### src/rtl/life_run_ctrl_if.sv
// Signal bundle between the Game-of-Life run controller and its surroundings:
// host control, datapath loop (cur_grid -> next_grid) and status outputs.
interface life_run_ctrl_if #(
    parameter int WIDTH = 64,
    parameter int GEN_W = 16
);
    logic [WIDTH-1:0] seed;
    logic             load;
    logic             clear;
    logic             run;
    logic             step;
    logic [GEN_W-1:0] gen_limit;
    logic [WIDTH-1:0] next_grid;
    logic [WIDTH-1:0] cur_grid;
    logic [GEN_W-1:0] gen_count;
    logic             step_en;
    logic             busy;
    logic             done;
    logic             stable;
    logic             extinct;

    modport master (
        output seed, load, clear, run, step, gen_limit, next_grid,
        input  cur_grid, gen_count, step_en, busy, done, stable, extinct
    );

    modport slave (
        input  seed, load, clear, run, step, gen_limit, next_grid,
        output cur_grid, gen_count, step_en, busy, done, stable, extinct
    );
endinterface

### src/rtl/life_run_ctrl.sv
// Sequencer for the 8x8 Life datapath: holds the current grid, advances it at a
// programmable pace or by single steps, and halts on stable/extinct/limit.
module life_run_ctrl #(
    parameter int WIDTH    = 64,
    parameter int TICK_DIV = 4,
    parameter int GEN_W    = 16
) (
    input  logic              clk,
    input  logic              reset,
    life_run_ctrl_if.slave    bus
);
    localparam int TW = (TICK_DIV > 1) ? $clog2(TICK_DIV) : 1;
    localparam logic [TW-1:0] TICK_LAST = TW'(TICK_DIV - 1);

    typedef enum logic [1:0] {IDLE, PAUSE, RUN, DONE} state_t;

    state_t           state_reg, state_next;
    logic [TW-1:0]    tick_reg, tick_next;
    logic [WIDTH-1:0] grid_reg, grid_next;
    logic [GEN_W-1:0] gen_reg, gen_next;
    logic             stable_reg, stable_next;
    logic             extinct_reg, extinct_next;

    logic             update;
    logic [GEN_W-1:0] gen_inc;

    // State and datapath registers
    always_ff @(posedge clk or posedge reset) begin
        if (reset) begin
            state_reg   <= IDLE;
            tick_reg    <= '0;
            grid_reg    <= '0;
            gen_reg     <= '0;
            stable_reg  <= 1'b0;
            extinct_reg <= 1'b0;
        end else begin
            state_reg   <= state_next;
            tick_reg    <= tick_next;
            grid_reg    <= grid_next;
            gen_reg     <= gen_next;
            stable_reg  <= stable_next;
            extinct_reg <= extinct_next;
        end
    end

    assign gen_inc = (gen_reg == '1) ? gen_reg : gen_reg + GEN_W'(1);

    // Next-state logic
    always_comb begin
        state_next   = state_reg;
        tick_next    = tick_reg;
        grid_next    = grid_reg;
        gen_next     = gen_reg;
        stable_next  = stable_reg;
        extinct_next = extinct_reg;
        if (bus.clear) begin
            state_next   = IDLE;
            tick_next    = '0;
            grid_next    = '0;
            gen_next     = '0;
            stable_next  = 1'b0;
            extinct_next = 1'b0;
        end else if (bus.load) begin
            state_next   = PAUSE;
            tick_next    = '0;
            grid_next    = bus.seed;
            gen_next     = '0;
            stable_next  = 1'b0;
            extinct_next = 1'b0;
        end else begin
            unique case (state_reg)
                PAUSE: begin
                    if (bus.run) begin
                        state_next = RUN;
                        tick_next  = '0;
                    end
                end
                RUN: begin
                    if (!bus.run) begin
                        state_next = PAUSE;
                        tick_next  = '0;
                    end else if (tick_reg == TICK_LAST) begin
                        tick_next = '0;
                    end else begin
                        tick_next = tick_reg + TW'(1);
                    end
                end
                default: ;
            endcase
            // Halt checks override the RUN/PAUSE transition above
            if (update) begin
                if (bus.next_grid == '0) begin
                    grid_next    = '0;
                    if (grid_reg != '0) gen_next = gen_inc;
                    extinct_next = 1'b1;
                    state_next   = DONE;
                end else if (bus.next_grid == grid_reg) begin
                    stable_next = 1'b1;
                    state_next  = DONE;
                end else begin
                    grid_next = bus.next_grid;
                    gen_next  = gen_inc;
                    if (bus.gen_limit != '0 && gen_inc == bus.gen_limit)
                        state_next = DONE;
                end
            end
        end
    end

    // Decoded outputs
    always_comb begin
        update = 1'b0;
        if (!bus.clear && !bus.load) begin
            if (state_reg == PAUSE && !bus.run && bus.step)
                update = 1'b1;
            else if (state_reg == RUN && bus.run && tick_reg == TICK_LAST)
                update = 1'b1;
        end
    end

    assign bus.step_en   = update;
    assign bus.busy      = (state_reg == RUN);
    assign bus.done      = (state_reg == DONE);
    assign bus.cur_grid  = grid_reg;
    assign bus.gen_count = gen_reg;
    assign bus.stable    = stable_reg;
    assign bus.extinct   = extinct_reg;
endmodule

### src/flat_wrapper.sv
// flat-port wrapper written by rule: the top's interface ports become plain ports
module life_run_ctrl_flat 
#(
    parameter int WIDTH    = 64,
    parameter int TICK_DIV = 4,
    parameter int GEN_W    = 16
)
  (clk, reset, bus_seed, bus_load, bus_clear, bus_run, bus_step, bus_gen_limit, bus_next_grid, bus_cur_grid, bus_gen_count, bus_step_en, bus_busy, bus_done, bus_stable, bus_extinct);
  life_run_ctrl_if #(.WIDTH(WIDTH), .GEN_W(GEN_W)) bus_i ();
  input  logic clk;
  input  logic reset;
  input wire logic [$bits(bus_i.seed)-1:0] bus_seed;
  input wire logic [$bits(bus_i.load)-1:0] bus_load;
  input wire logic [$bits(bus_i.clear)-1:0] bus_clear;
  input wire logic [$bits(bus_i.run)-1:0] bus_run;
  input wire logic [$bits(bus_i.step)-1:0] bus_step;
  input wire logic [$bits(bus_i.gen_limit)-1:0] bus_gen_limit;
  input wire logic [$bits(bus_i.next_grid)-1:0] bus_next_grid;
  output wire logic [$bits(bus_i.cur_grid)-1:0] bus_cur_grid;
  output wire logic [$bits(bus_i.gen_count)-1:0] bus_gen_count;
  output wire logic [$bits(bus_i.step_en)-1:0] bus_step_en;
  output wire logic [$bits(bus_i.busy)-1:0] bus_busy;
  output wire logic [$bits(bus_i.done)-1:0] bus_done;
  output wire logic [$bits(bus_i.stable)-1:0] bus_stable;
  output wire logic [$bits(bus_i.extinct)-1:0] bus_extinct;
  assign bus_i.seed = bus_seed;
  assign bus_i.load = bus_load;
  assign bus_i.clear = bus_clear;
  assign bus_i.run = bus_run;
  assign bus_i.step = bus_step;
  assign bus_i.gen_limit = bus_gen_limit;
  assign bus_i.next_grid = bus_next_grid;
  assign bus_cur_grid = bus_i.cur_grid;
  assign bus_gen_count = bus_i.gen_count;
  assign bus_step_en = bus_i.step_en;
  assign bus_busy = bus_i.busy;
  assign bus_done = bus_i.done;
  assign bus_stable = bus_i.stable;
  assign bus_extinct = bus_i.extinct;
  life_run_ctrl #(.WIDTH(WIDTH), .TICK_DIV(TICK_DIV), .GEN_W(GEN_W)) u_core (.clk(clk), .reset(reset), .bus(bus_i));
endmodule
### config.mk
export PLATFORM = sky130hd
export DESIGN_NAME = life_run_ctrl_flat
export DESIGN_NICKNAME = d
export VERILOG_FILES = /design/src/rtl/life_run_ctrl_if.sv /design/src/rtl/life_run_ctrl.sv /design/src/flat_wrapper.sv
export SDC_FILE = /design/constraint.sdc
export NUM_CORES = 1
export LEC_CHECK = 0
export ABC_AREA = 1
export CAP_MARGIN = 20
export CORE_ASPECT_RATIO = 0.9
export CORE_MARGIN = 5
export CORE_UTILIZATION = 42
export DETAILED_ROUTE_END_ITERATION = 8
export PLACE_DENSITY_LB_ADDON = 0.2
export SLEW_MARGIN = 20
export SYNTH_ARGS = -nofsm -noshare
export SYNTH_HDL_FRONTEND = slang
export SYNTH_SLANG_ARGS = --single-unit
### constraint.sdc
create_clock -name clk -period 3.4 [get_ports clk]
set_input_delay 1.02 -clock clk [delete_from_list [all_inputs] [get_ports clk]]
set_output_delay 1.02 -clock clk [all_outputs]
set_load 0.005 [all_outputs]
==> impl_metrics.toml <==
[pwr]
p_comb_share_pct = 26.5
power_density_mw_per_mm2 = 314
total_power_mw = 2.94
p_int_mw = 2.07
sw_frac_of_total_pct = 29.7
power_frac_clock_pct = 33.6
seq_power_share_pct = 39.9
p_sw_mw = 0.875
ir_worst_vdd_mv = 0.265
p_leak_nw = 4.37

[setup_path]
path_delay_family = "simple AND/OR/NAND/NOR gates"
cp_common_cell = "nor2_1"
critPathLaunchType = "input port"
worstPathMaxFanout = 57
end_kind = "flop"
rr_endpoint = "u_core.state_reg[0]"
r2r_cells = 17
rr_startpoint = "u_core.bus.gen_count[0]"
critPathRequiredTime_ps = 3630
r2r_setup_slack_ps = 980
cp_data_arrival_time_ps = 3270
critPathBufInv = 2
worstPathCellList = "clkdlybuf4s50_1, nor4_1, nand4_1, nor2_1, nand2_1, nor2_1, nor2_4, nand2_2, buf_12, o21ai_0"
cp_slowest_cell = "clkdlybuf4s50_1"
critPathMaxStageDelay_ps = 460
crit_type = "input port to flop"

[cells_and_area]
fin_cells = 1430
nNetsFinal = 1378
drive_above_1_share_pct = 4.89
largest_reg_flops = 64
final_cell_mix = "378 x nand2_1, 230 x clkdlybuf4s50_1, 87 x nand3_1"
n_antenna_cell = 0
layout_commonest_cell = "nand2_1"
synthToLayoutAreaGrowth_pct = 44.5

[yosys]
yosysTopAreaCell = "dfrtp_1"
synth_cell_types = 37
synth_top_area_share_pct = 33.2
seq_area_frac_synth_pct = 33.2
syn_area_mm2 = 0.00649
synth_fp_nets = 1158
postSynthCellCount = 1003
ys_ff_latch = 86
synth_edf_count = 0
synthTopCellsByArea = "dfrtp_1 33%, nand2_1 22%, xor2_1 7.3%, nand3_1 6.7%, a21oi_1 6.3%"
synth_warnings = 0
async_flop_share_pct = 100
ys.flop_type = "dfrtp_1"
avgSynthCellArea_um2 = 6.47

[clock_tree]
hold_buffers = 0
clk_pin_slew_ps = 60
clock-root-buffer = "clkbuf_16"
cts_buffers = 9
clkSinkCount = 86
cts_buffer_depth = 2
htree_levels = 3
clk_latency_ps = 350
cts_tree = "done"

[placed_design]
dp_cells = 1413
dpl.hpwl_um = 16400
port_buffers = 234
gp_congestion = 0.939
dp_slack_ps = -193

[die]
rows = 43
top_level_ports = 235
initial_core_util_pct = 42.5
die-area_mm2 = 0.0180
die_w_um = 141
die-height_um = 128
core_area_mm2 = 0.0153

[timing]
layout_min_cycle_time_ps = 3050
relSlewSlack_pct = 48.0
worst_pin_slew_ps = 780
finClkSkew_ps = 4.78
clock.fmax_mhz = 328
hold_viol = 0
slew_violations = 0
rsz0062_at_grt = "false"
setup_ws_ps = 353
setup_viol = 0
period_share_pct = 89.6

[global_route]
grt_max_degree = 87
grt_pass1_vias = 6992
grt_usage_pct = 25.4
antenna_found_initial = 0
grt_pass1_wl_um = 36800
gr-total-overflow = 0

[worst_hold_path]
min_to = "u_core.bus.extinct"
hold_depth = 1
hp-class = "flop to flop"
hp-start = "u_core.bus.extinct"

[drt]
drc = 0
drt_iter0_drc = 509
vias = 7449
drt-vias-per-instance = 5.21
drtAntennaViolNets = 0
first_pass_iters = 5
wl_um = 23100
wl_per_cell_um = 16.1

[job]
maxCapViolCount = 0

[status]
status = "finished clean"
-- cells by family after synthesis --
logic type	Yosys count	synth area share (%)
buffers and inverters	111	7.20
and+or+nand+nor	635	42.3
xor gates and xnor gates	56	7.56
adders and majority gates	5	0.965
AOI/OAI and AO/OA	110	8.84
DFF	86	33.2
-- power groups by stage --
stage	clock network, mW	logic [mW]	registers [mW]
global route	1.04	0.860	1.19
detailed placement	0	0.778	1.19
global placement	0	0.771	1.19
floorplan	0	0.331	1.18
finish	0.989	0.780	1.18
CTS	1.01	0.783	1.17
-- metal layers --
metal / global-route usage [%] / vias up / part of all wire [%]
met5: 0 / - / 0
met4: 5.87 / 0 / 1.1
met3: 8.13 / 19 / 8.9
met2: 40.3 / 260 / 46
met1: 34.1 / 3453 / 44
li1: - / 3717 / -
-- synthesized netlist by cell type, types with 2 or more instances --
| cell | instances |
|---|---|
| dfrtp_1 | 86 |
| nor2_1 | 77 |
| nand4_1 | 25 |
| o21ai_1 | 2 |
| o21bai_1 | 3 |
| xor2_1 | 54 |
| nor2_2 | 5 |
| a21oi_1 | 82 |
| nor4_1 | 34 |
| or2_0 | 6 |
| nor3_1 | 5 |
| ha_1 | 5 |
| nand3_1 | 87 |
| nand3_2 | 2 |
| xnor2_1 | 2 |
| nand2_1 | 379 |
| inv_2 | 2 |
| o21ai_0 | 16 |
| nand2_2 | 5 |
| buf_1 | 5 |
| inv_1 | 62 |
| o22ai_1 | 3 |
| buf_4 | 3 |
| clkbuf_1 | 23 |
| nand3b_1 | 4 |
| buf_6 | 3 |
| buf_2 | 13 |
-- how the worst max path moves through the flow --
stage / start / to / cells after the start
4_1_cts: bus_step / bus_step_en / 6
3_3_place_gp: bus_run / bus_step_en / 7
6_report: bus_next_grid[37] / u_core.bus.cur_grid[4] / 10
5_1_grt: bus_next_grid[17] / u_core.bus.cur_grid[47] / 12
2_1_floorplan: reset / u_core.bus.cur_grid[0] / 1
3_5_place_dp: bus_run / bus_step_en / 7
-- what timing repair did --
action | 4_1_cts | 5_1_grt
resized for setup | 3 | 2
setup buffers | 1 | 0
pin swaps | 1 | 0
endpoints found under the setup margin | 1 | 1
hold endpoints to repair | 0 | 0
-- layout make-up --
type,instances,area (um2)
fill,1452,5910
multi-input combinational,806,3890
timing repair buffer,256,2550
sequential,86,2150
tap,202,253
inverter,64,241
clock buffer,12,236
clock inverter,4,47.5
-- per-stage QoR --
step	utilization, %	setup TNS (ps)	hold WS (ps)	instance area (um2)
floorplan	-	0	487	6490
global placement	59.4	-151	472	9070
detailed placement	59.4	-193	479	9070
CTS	61.3	0	493	9370
global route	61.3	0	525	9370
finish	61.3	0	487	9370
No activity file was read; power rests on OpenSTA's default activity.
